--- src/rtl/ex_stage.sv ---
// ex_stage: execute stage between the ID/EX and EX/MEM pipeline registers.
// Resolves rs1/rs2 forwarding (EX/MEM over MEM/WB, never x0), runs the ALU,
// evaluates conditional branches and jal, and owns the EX/MEM register.
// Ports:
//   clk, reset                clock (rising edge), async active-high reset
//   id_ex_*                   decoded instruction and operands from ID/EX
//   mem_wb_regwrite/rd/wdata  MEM/WB writeback info used for forwarding
//   branch_taken/target       combinational redirect request to fetch
//   ex_mem_*                  registered results and control for MEM
module ex_stage #(
  parameter int XLEN       = 64,
  parameter bit FWD_ENABLE = 1'b1
) (
  input  logic            clk,
  input  logic            reset,
  input  logic            id_ex_branch,
  input  logic            id_ex_memread,
  input  logic            id_ex_memwrite,
  input  logic            id_ex_memtoreg,
  input  logic            id_ex_regwrite,
  input  logic            id_ex_alusrc,
  input  logic            id_ex_jal,
  input  logic [1:0]      id_ex_aluop,
  input  logic [3:0]      id_ex_funct,
  input  logic [4:0]      id_ex_rs1,
  input  logic [4:0]      id_ex_rs2,
  input  logic [4:0]      id_ex_rd,
  input  logic [XLEN-1:0] id_ex_pc,
  input  logic [XLEN-1:0] id_ex_rdata1,
  input  logic [XLEN-1:0] id_ex_rdata2,
  input  logic [XLEN-1:0] id_ex_imm,
  input  logic [XLEN-1:0] id_ex_pc_plus4,
  input  logic            mem_wb_regwrite,
  input  logic [4:0]      mem_wb_rd,
  input  logic [XLEN-1:0] mem_wb_wdata,
  output logic            branch_taken,
  output logic [XLEN-1:0] branch_target,
  output logic            ex_mem_memread,
  output logic            ex_mem_memwrite,
  output logic            ex_mem_memtoreg,
  output logic            ex_mem_regwrite,
  output logic [4:0]      ex_mem_rd,
  output logic [XLEN-1:0] ex_mem_alu_result,
  output logic [XLEN-1:0] ex_mem_wdata
);

  logic            memread_q, memwrite_q, memtoreg_q, regwrite_q;
  logic [4:0]      rd_q;
  logic [XLEN-1:0] alu_result_q, wdata_q;
  logic [XLEN-1:0] alu_result_d;

  logic [XLEN-1:0] fwd_a, fwd_b, op_b, alu_out;
  logic            cond;

  // EX/MEM match wins over MEM/WB; x0 is a hardwired zero so it never forwards.
  // ex_mem memread is deliberately ignored: load-use stalls happen upstream.
  always_comb begin
    fwd_a = id_ex_rdata1;
    if (FWD_ENABLE && regwrite_q && rd_q != 5'd0 && rd_q == id_ex_rs1)
      fwd_a = alu_result_q;
    else if (FWD_ENABLE && mem_wb_regwrite && mem_wb_rd != 5'd0 && mem_wb_rd == id_ex_rs1)
      fwd_a = mem_wb_wdata;
  end

  always_comb begin
    fwd_b = id_ex_rdata2;
    if (FWD_ENABLE && regwrite_q && rd_q != 5'd0 && rd_q == id_ex_rs2)
      fwd_b = alu_result_q;
    else if (FWD_ENABLE && mem_wb_regwrite && mem_wb_rd != 5'd0 && mem_wb_rd == id_ex_rs2)
      fwd_b = mem_wb_wdata;
  end

  assign op_b = id_ex_alusrc ? id_ex_imm : fwd_b;

  always_comb begin
    alu_out = '0;
    case (id_ex_aluop)
      2'b00: alu_out = fwd_a + op_b;
      2'b01: alu_out = fwd_a - op_b;
      2'b10: begin
        case (id_ex_funct)
          4'b0000: alu_out = fwd_a + op_b;
          4'b1000: alu_out = fwd_a - op_b;
          4'b0111: alu_out = fwd_a & op_b;
          4'b0110: alu_out = fwd_a | op_b;
          4'b0100: alu_out = fwd_a ^ op_b;
          4'b0001: alu_out = fwd_a << op_b[5:0];
          4'b0101: alu_out = fwd_a >> op_b[5:0];
          4'b1101: alu_out = $signed(fwd_a) >>> op_b[5:0];
          4'b0010: alu_out = {{(XLEN-1){1'b0}}, $signed(fwd_a) < $signed(op_b)};
          default: alu_out = '0;
        endcase
      end
      default: alu_out = '0;
    endcase
  end

  // Branch compare always uses the register operands, never the immediate.
  always_comb begin
    cond = 1'b0;
    case (id_ex_funct[2:0])
      3'b000:  cond = (fwd_a == fwd_b);
      3'b001:  cond = (fwd_a != fwd_b);
      3'b100:  cond = ($signed(fwd_a) <  $signed(fwd_b));
      3'b101:  cond = ($signed(fwd_a) >= $signed(fwd_b));
      default: cond = 1'b0;
    endcase
  end

  assign branch_taken  = ~reset & ((id_ex_branch & cond) | id_ex_jal);
  assign branch_target = id_ex_pc + (id_ex_imm << 1);

  assign alu_result_d = id_ex_jal ? id_ex_pc_plus4 : alu_out;

  always_ff @(posedge clk or posedge reset) begin
    if (reset) begin
      memread_q    <= 1'b0;
      memwrite_q   <= 1'b0;
      memtoreg_q   <= 1'b0;
      regwrite_q   <= 1'b0;
      rd_q         <= '0;
      alu_result_q <= '0;
      wdata_q      <= '0;
    end else begin
      memread_q    <= id_ex_memread;
      memwrite_q   <= id_ex_memwrite;
      memtoreg_q   <= id_ex_memtoreg;
      regwrite_q   <= id_ex_regwrite;
      rd_q         <= id_ex_rd;
      alu_result_q <= alu_result_d;
      wdata_q      <= fwd_b;
    end
  end

  assign ex_mem_memread    = memread_q;
  assign ex_mem_memwrite   = memwrite_q;
  assign ex_mem_memtoreg   = memtoreg_q;
  assign ex_mem_regwrite   = regwrite_q;
  assign ex_mem_rd         = rd_q;
  assign ex_mem_alu_result = alu_result_q;
  assign ex_mem_wdata      = wdata_q;

endmodule

--- config.mk ---
export PLATFORM = sky130hd
export DESIGN_NAME = ex_stage
export DESIGN_NICKNAME = d
export VERILOG_FILES = /design/src/rtl/ex_stage.sv
export SDC_FILE = /design/constraint.sdc
export NUM_CORES = 2
export LEC_CHECK = 0
export ABC_AREA = 1
export BUFFER_PORTS_ARGS = -buffer_cell sky130_fd_sc_hd__buf_2
export CAP_MARGIN = 25
export CELL_PAD_IN_SITES_DETAIL_PLACEMENT = 0
export CELL_PAD_IN_SITES_GLOBAL_PLACEMENT = 2
export CORE_MARGIN = 5
export CORE_UTILIZATION = 27
export CTS_CLUSTER_DIAMETER = 120
export DETAILED_ROUTE_END_ITERATION = 7
export PLACE_DENSITY = 0.86
export SYNTH_ARGS = -nofsm -noshare
export SYNTH_HDL_FRONTEND = slang
export SYNTH_SLANG_ARGS = --single-unit
--- constraint.sdc ---
create_clock -name clk -period 4.4 [get_ports clk]
set_clock_uncertainty 0.2 [all_clocks]
set_input_delay 0.44 -clock clk [delete_from_list [all_inputs] [get_ports clk]]
set_output_delay 0.44 -clock clk [all_outputs]
set_load 0.05 [all_outputs]
### Word-level counts from Yosys, hierarchy flattened

Cells that the tools add are included.

| storage, ports and cells | value |
|---|---|
| memories | 0 |
| input bits | 420 |
| flip-flop bits (word level) | 137 |
| logic and storage cells | 62 |
| bits in read-only memories | 0 |
| latch bits | 0 |
| output and inout port bits | 202 |
| bits in writable memories | 0 |

| cells by class | value |
|---|---|
| add/subtract/negate cells | 3 |
| muxes and demuxes | 9 |
| equal/unequal tests | 19 |
| div/mod/pow operators | 0 |
| bitwise logic cells | 7 |
| $mul | 0 |
| reduce and logical (&&, ||, !) cells | 11 |
| shift operators | 3 |
| $lt $le $gt $ge | 3 |

Operator list:

| cell | count |
|---|---|
| $pmux W64 S9 | 1 |
| $mux W64 | 6 |
| $pmux W64 S3 | 1 |
| $add A64 B64 Y64 | 2 |
| $lt A64 B64 Y1 | 2 |
| $and A64 B64 Y64 | 1 |
| $eq A64 B64 Y1 | 1 |
| $ge A64 B64 Y1 | 1 |
| $ne A64 B64 Y1 | 1 |
| $or A64 B64 Y64 | 1 |
| $shl A64 B6 Y64 | 1 |
| $shr A64 B6 Y64 | 1 |
| $sshr A64 B6 Y64 | 1 |
| $sub A64 B64 Y64 | 1 |
| $xor A64 B64 Y64 | 1 |
| $eq A5 B5 Y1 | 4 |
| $eq A4 B3 Y1 const B | 4 |
| $reduce_bool A5 Y1 | 2 |
| $eq A4 B4 Y1 const B | 2 |
| $eq A3 B3 Y1 const B | 2 |
| $logic_and A1 B1 Y1 | 6 |
| $eq A4 B1 Y1 const B | 1 |
| $eq A4 B2 Y1 const B | 1 |
| $logic_not A4 Y1 | 1 |
| 9 further kinds | 10 |

### Depth between registers and ports, before layout

| logic depth | value |
|---|---|
| word-level depth | 10 |
| gate-level depth with buffers | 41 |
| mapped depth without buffers | 38 |

### Worst setup path before layout

Ideal clock, no wire load.

| timing path | value |
|---|---|
| path kind | reg2reg |
| from | reg rd_q[2], in the netlist ex_mem_rd[2] |
| to | reg alu_result_q[53], in the netlist ex_mem_alu_result[53] |
| slack | -0.686 ns |
| library setup time | 0.117 ns |
| period minus slack after synthesis | 5.086 ns |
| data required time | 4.083 ns |
| stages on the path, launching flop included | 35 |
| buffers on the path | 5 |
| data arrival time | 4.769 ns |
| path through | dfrtp_1 nor2_1 nand3_1 nand2_1 nand3b_1 buf_4 buf_2 buf_2 buf_1 nand3_1 o21ai_0 inv_1 o21ai_0 inv_1 ha_1 clkbuf_1 nand2_1 nor2_1 nand2_1 nor4_1 nand4_1 nand3_1 nand2_1 nand3_1 inv_1 o21ai_0 nand2_1 nand3_1 nand3_1 a21oi_1 nand2_1 nand2_1 nand2_1 nand2_1 nand2_1 |

| on the way | value |
|---|---|
| word-level cells in the longest chain between the ends | 9 |
| elaborated cells on any way between the ends | 20 |
| those cells by class | add/sub (2); eq/ne (2); shift (3); mux (6); bitwise (3); reduce/logical (4) |

Ends and longest elaborated chain:

| what | line | text |
|---|---|---|
| from (decl) | 48 | `logic [4:0] rd_q;` |
| from (signal assigned) | 129 | `rd_q <= id_ex_rd;` |
| $reduce_bool A5 Y1 | 67 | `if (FWD_ENABLE && regwrite_q && rd_q != 5'd0 && rd_q == id_ex_rs2)` |
| $logic_and A1 B1 Y1 | 67 |  |
| $logic_and A1 B1 Y1 * | 67 |  |
| $mux W64 * | 67 |  |
| via fwd_b[35] | 52 | `logic [XLEN-1:0] fwd_a, fwd_b, op_b, alu_out;` |
| $mux W64 * | 73 | `assign op_b = id_ex_alusrc ? id_ex_imm : fwd_b;` |
| $sub A64 B64 Y64 or $add A64 B64 Y64 (tied branches) | - |  |
| $pmux W64 S9 | 81 | `case (id_ex_funct)` |
| $pmux W64 S3 * | 77 | `case (id_ex_aluop)` |
| $mux W64 * | 113 | `assign alu_result_d = id_ex_jal ? id_ex_pc_plus4 : alu_out;` |
| via alu_result_d[53] | 50 | `logic [XLEN-1:0] alu_result_d;` |
| to (signal assigned) | 130 | `alu_result_q <= alu_result_d;` |
| to (decl) | 49 | `logic [XLEN-1:0] alu_result_q, wdata_q;` |

Mark *: on every way through the listed nets, which the timed path passes. The rest lies on a longest branch.

### Worst setup path in the final report

| timing path | value |
|---|---|
| from | reg rd_q[0], in the netlist ex_mem_rd[0] |
| to | out branch_taken |

| on the way | value |
|---|---|
| word-level cells in the longest chain between the ends | 9 |
| elaborated cells on any way between the ends | 16 |
| those cells by class | order compare (2); eq/ne (4); mux (3); bitwise (3); reduce/logical (4) |

Ends and longest elaborated chain:

| what | line | text |
|---|---|---|
| $reduce_bool A5 Y1 | 59, 67 |  |
| $logic_and A1 B1 Y1 | 59, 67 |  |
| $logic_and A1 B1 Y1, on equally long branches | 59, 67 |  |
| $mux W64, on equally long branches | 59, 67 |  |
| $ge A64 B64 Y1, or another cell as far along | 105 | `3'b101: cond = ($signed(fwd_a) >= $signed(fwd_b));` |
| $pmux W1 S4 * | 101 | `case (id_ex_funct[2:0])` |
| $and A1 B1 Y1 * | 110 | `assign branch_taken = ~reset & ((id_ex_branch & cond) \| id_ex_jal);` |
| $or A1 B1 Y1 * | 110 |  |
| $and A1 B1 Y1 * | 110 |  |
| to (decl) | 36 | `output logic branch_taken,` |

Mark *: on every way between the ends. The rest lies on a longest branch, timed or not.

==> flow_summary.toml <==
[place]
portBuffers = 619
place_congestion = 1.08
dpl.cell_count = 10600
hpwl_mm = 293
pre_cts_ws_ns = -2.10

[power]
sw_frac_of_total_pct = 55.7
p_sw_uw = 9890
p_per_area_mw_per_mm2 = 271
p_leak_uw = 0.0342
pwr-share-seq_pct = 8.6
ir_drop_uv = 328
p_int_uw = 7870
p_comb_share_pct = 81.9
p_clk_share_pct = 9.5

[timing]
hold-worst-slack_ns = 0.0628
maxSlewHeadroom_pct = 21.6
worst_slack_ns = -1.38
period_share_pct = 131
slew_violations = 0
final_hold_viol_count = 0
finalSetupViolCount = 65
min_period_ns = 5.78
max_clock_freq_mhz = 173
tightest_slew_ns = 1.18
rsz0062_at_grt = "true"

[yosys]
ys_types = 68
synth_ff_type = "dfrtp_1"
yosysWarnings = 0
ys_ff_latch = 137
synth_fp_nets = 7337
synth-edff-count = 0
syn_area_mm2 = 0.0361
seq_area_frac_synth_pct = 9.49
synthArstFlopShare_pct = 100
syn-mean-instance-area_um2 = 5.48
syn_inst = 6595

[critical_path]
critPathKind = "reg2out"
r2r-start = "ex_mem_rd[4]"
critPathSlowestCell = "dfrtp_2"
cp.required_ns = 3.76
max_stage_delay_ns = 0.41
critical_path.endpoint_type = "output port"
critPathLaunchType = "flop"
cp_common_cell = "nand2_2"
cp_max_fo = 7
critical_path.startpoint = "ex_mem_rd[0]"
cp.arrival_ns = 5.14

[global_route]
grt_pass1_wl_mm = 456
grt_overflow = 0
first_global_vias = 55900
grt_start_max_net_pins = 125
grt.total_usage_pct = 46.3
grt_antenna_before_repair = 58

[die]
initial_core_util_pct = 27.1
core_area_mm2 = 0.133
die_w_um = 376
die_area_mm2 = 0.141
die_h_um = 376
placementRows = 134
pin_count = 622

[cts]
clock_latency_ns = 0.56
cts_sinks = 137
clk_pin_slew_worst_paths_ns = 0.07
clockBufferDepth = 2
cts_made_buffers = 17
cts_tree = "done"
htree_levels = 4
cts_root_buf = "clkbuf_16"

[status]
status = "complete, but fails checks"
failed_checks = "negative setup slack"

[routing]
ant_nets = 0
dr.pass1.iters = 8
wl_per_cell_um = 32.3
wirelength_mm = 353
via_per_inst = 5.62
drc = 0
vias = 61400
drt_iter0_drc = 8755

[finish]
final_cells = 10900
num-nets-final = 9866
layout-drive-gt1-share_pct = 44.6
synthToLayoutAreaGrowth_pct = 81.7

[job]
drv_cap = 0

[min_path]
min_from = "id_ex_pc_plus4[34]"
hp-class = "in2reg"
[cell usage in the layout (no fill, tap or decap), drive strengths merged, types with 9 or more instances in the layout]
| master | count |
|---|---|
| o2111ai | 9 |
| nand3 | 1067 |
| xnor2 | 31 |
| a221oi | 27 |
| clkbuf | 42 |
| o21bai | 17 |
| o21a | 26 |
| a21boi | 14 |
| nor2 | 437 |
| a21oi | 362 |
| clkinv | 10 |
| nand4 | 34 |
| o221ai | 12 |
| xor2 | 143 |
| diode | 29 |
| dlygate4sd3 | 57 |
| ha | 319 |
| o22ai | 40 |
| o21ai | 380 |
| dfrtp | 137 |
| inv | 789 |
| buf | 2755 |
| a211oi | 16 |
| a31oi | 50 |
| nor4 | 13 |
| a21o | 30 |
| or2 | 95 |
| nor3 | 47 |
| nand2 | 2051 |
| o211ai | 60 |
| a22o | 16 |
[flip-flops by register name, indices dropped and copies added (netlist names)]
| name | count |
|---|---|
| ex_mem_regwrite | 1 |
| ex_mem_wdata | 64 |
| ex_mem_memtoreg | 1 |
| ex_mem_alu_result | 64 |
| ex_mem_rd | 5 |
| ex_mem_memwrite | 1 |
| ex_mem_memread | 1 |
[Yosys cell counts, drive strengths merged (47+ instances only)]
cell type | number | area (um2)
nand3 | 1067 | 5390
xor2 | 143 | 1250
nor2 | 437 | 1690
a31oi | 50 | 319
inv | 795 | 2990
dfrtp | 137 | 3430
buf | 194 | 1180
ha | 319 | 3990
nor3 | 47 | 245
or2 | 95 | 594
o21ai | 380 | 1940
clkbuf | 133 | 500
o211ai | 60 | 450
a21oi | 362 | 1830
nand2 | 2050 | 7770
[through the flow]
step	TNS [ns]	instance area [um2]	total power [uW]	utilization (%)
floorplan	-0.0553	36300	6740	-
global placement	-97.01	55800	13500	41.9
CTS	-47.21	60800	16100	45.7
finish	-52.00	65600	17800	49.3
detailed placement	-98.32	55800	13500	41.9
global route	-59.90	65600	18200	49.3
[cell families after synthesis]
logic type	after synthesis	share of synthesized area, %
buffers and inverters	1125	13.0
AO/OA/AOI/OAI	1081	17.5
AND/OR/NAND/NOR	3756	44.6
adder cells (fa/ha/maj)	322	11.2
flip-flops	137	9.49
XOR/XNOR	174	4.22
[layer usage]
metal  wire (um)  global-route usage, %  vias up  share of wire, %
li1            -                      -    26700                 -
met1      145000                   63.0    29800                41
met2      138000                   64.8     4186                39
met3       47300                   15.8      709                13
met4       22800                   22.6       16               6.5
met5         106                      0        -             0.030
[final cells by class]
type,count,area (um2)
Inverter,798,3160
Sequential cell,137,3430
Clock inverter,11,139
Timing Repair Buffer,2836,22300
Multi-Input combinational cell,5334,33900
Antenna cell,29,72.6
Clock buffer,21,450
Fill cell,14200,67500
Tap cell,1768,2210
[final timing paths]
| check | endpoint | slack (ns) | depth (start not counted) |
|---|---|---|---|
| min reg2reg | ex_mem_wdata[14] | 0.45 | 2 |
| min | ex_mem_alu_result[34] | 0.06 | 3 |
| max | branch_taken | -1.38 | 32 |
| max in group asynchronous | ex_mem_rd[4] | 2.55 | 4 |
| min in group asynchronous | ex_mem_alu_result[58] | 0.40 | 3 |
| max reg2reg | ex_mem_alu_result[57] | -1.16 | 41 |
[power by group through the flow]
stage | clock, uW | combinational, uW | sequential, uW
final | 1690 | 14500 | 1530
after global routing | 1720 | 15000 | 1530
after CTS | 1680 | 12900 | 1510
after detailed placement | 0 | 12000 | 1520
after global placement | 0 | 12000 | 1520
after floorplan | 0 | 4810 | 1930
[critical path: cells and delay by family (launching register included)]
| family | cells | cell delay [ns] |
|---|---|---|
| flip-flops | 1 | 0.41 |
| buffers and inverters | 9 | 1.26 |
| XOR/XNOR | 1 | 0.13 |
| adder cells (fa/ha/maj) | 1 | 0.26 |
| AND/OR/NAND/NOR | 15 | 1.59 |
| AO/OA/AOI/OAI | 6 | 0.86 |
[what timing repair did]
action                     CTS  global route
hold buffers                57             0
setup endpoints to repair   86           100
setup buffers               87           105
hold endpoints to repair    66             0
gates resized for setup    882           904
cloned                       4            16
pin swaps                  146           320
No activity file was read; power rests on OpenSTA's default activity.
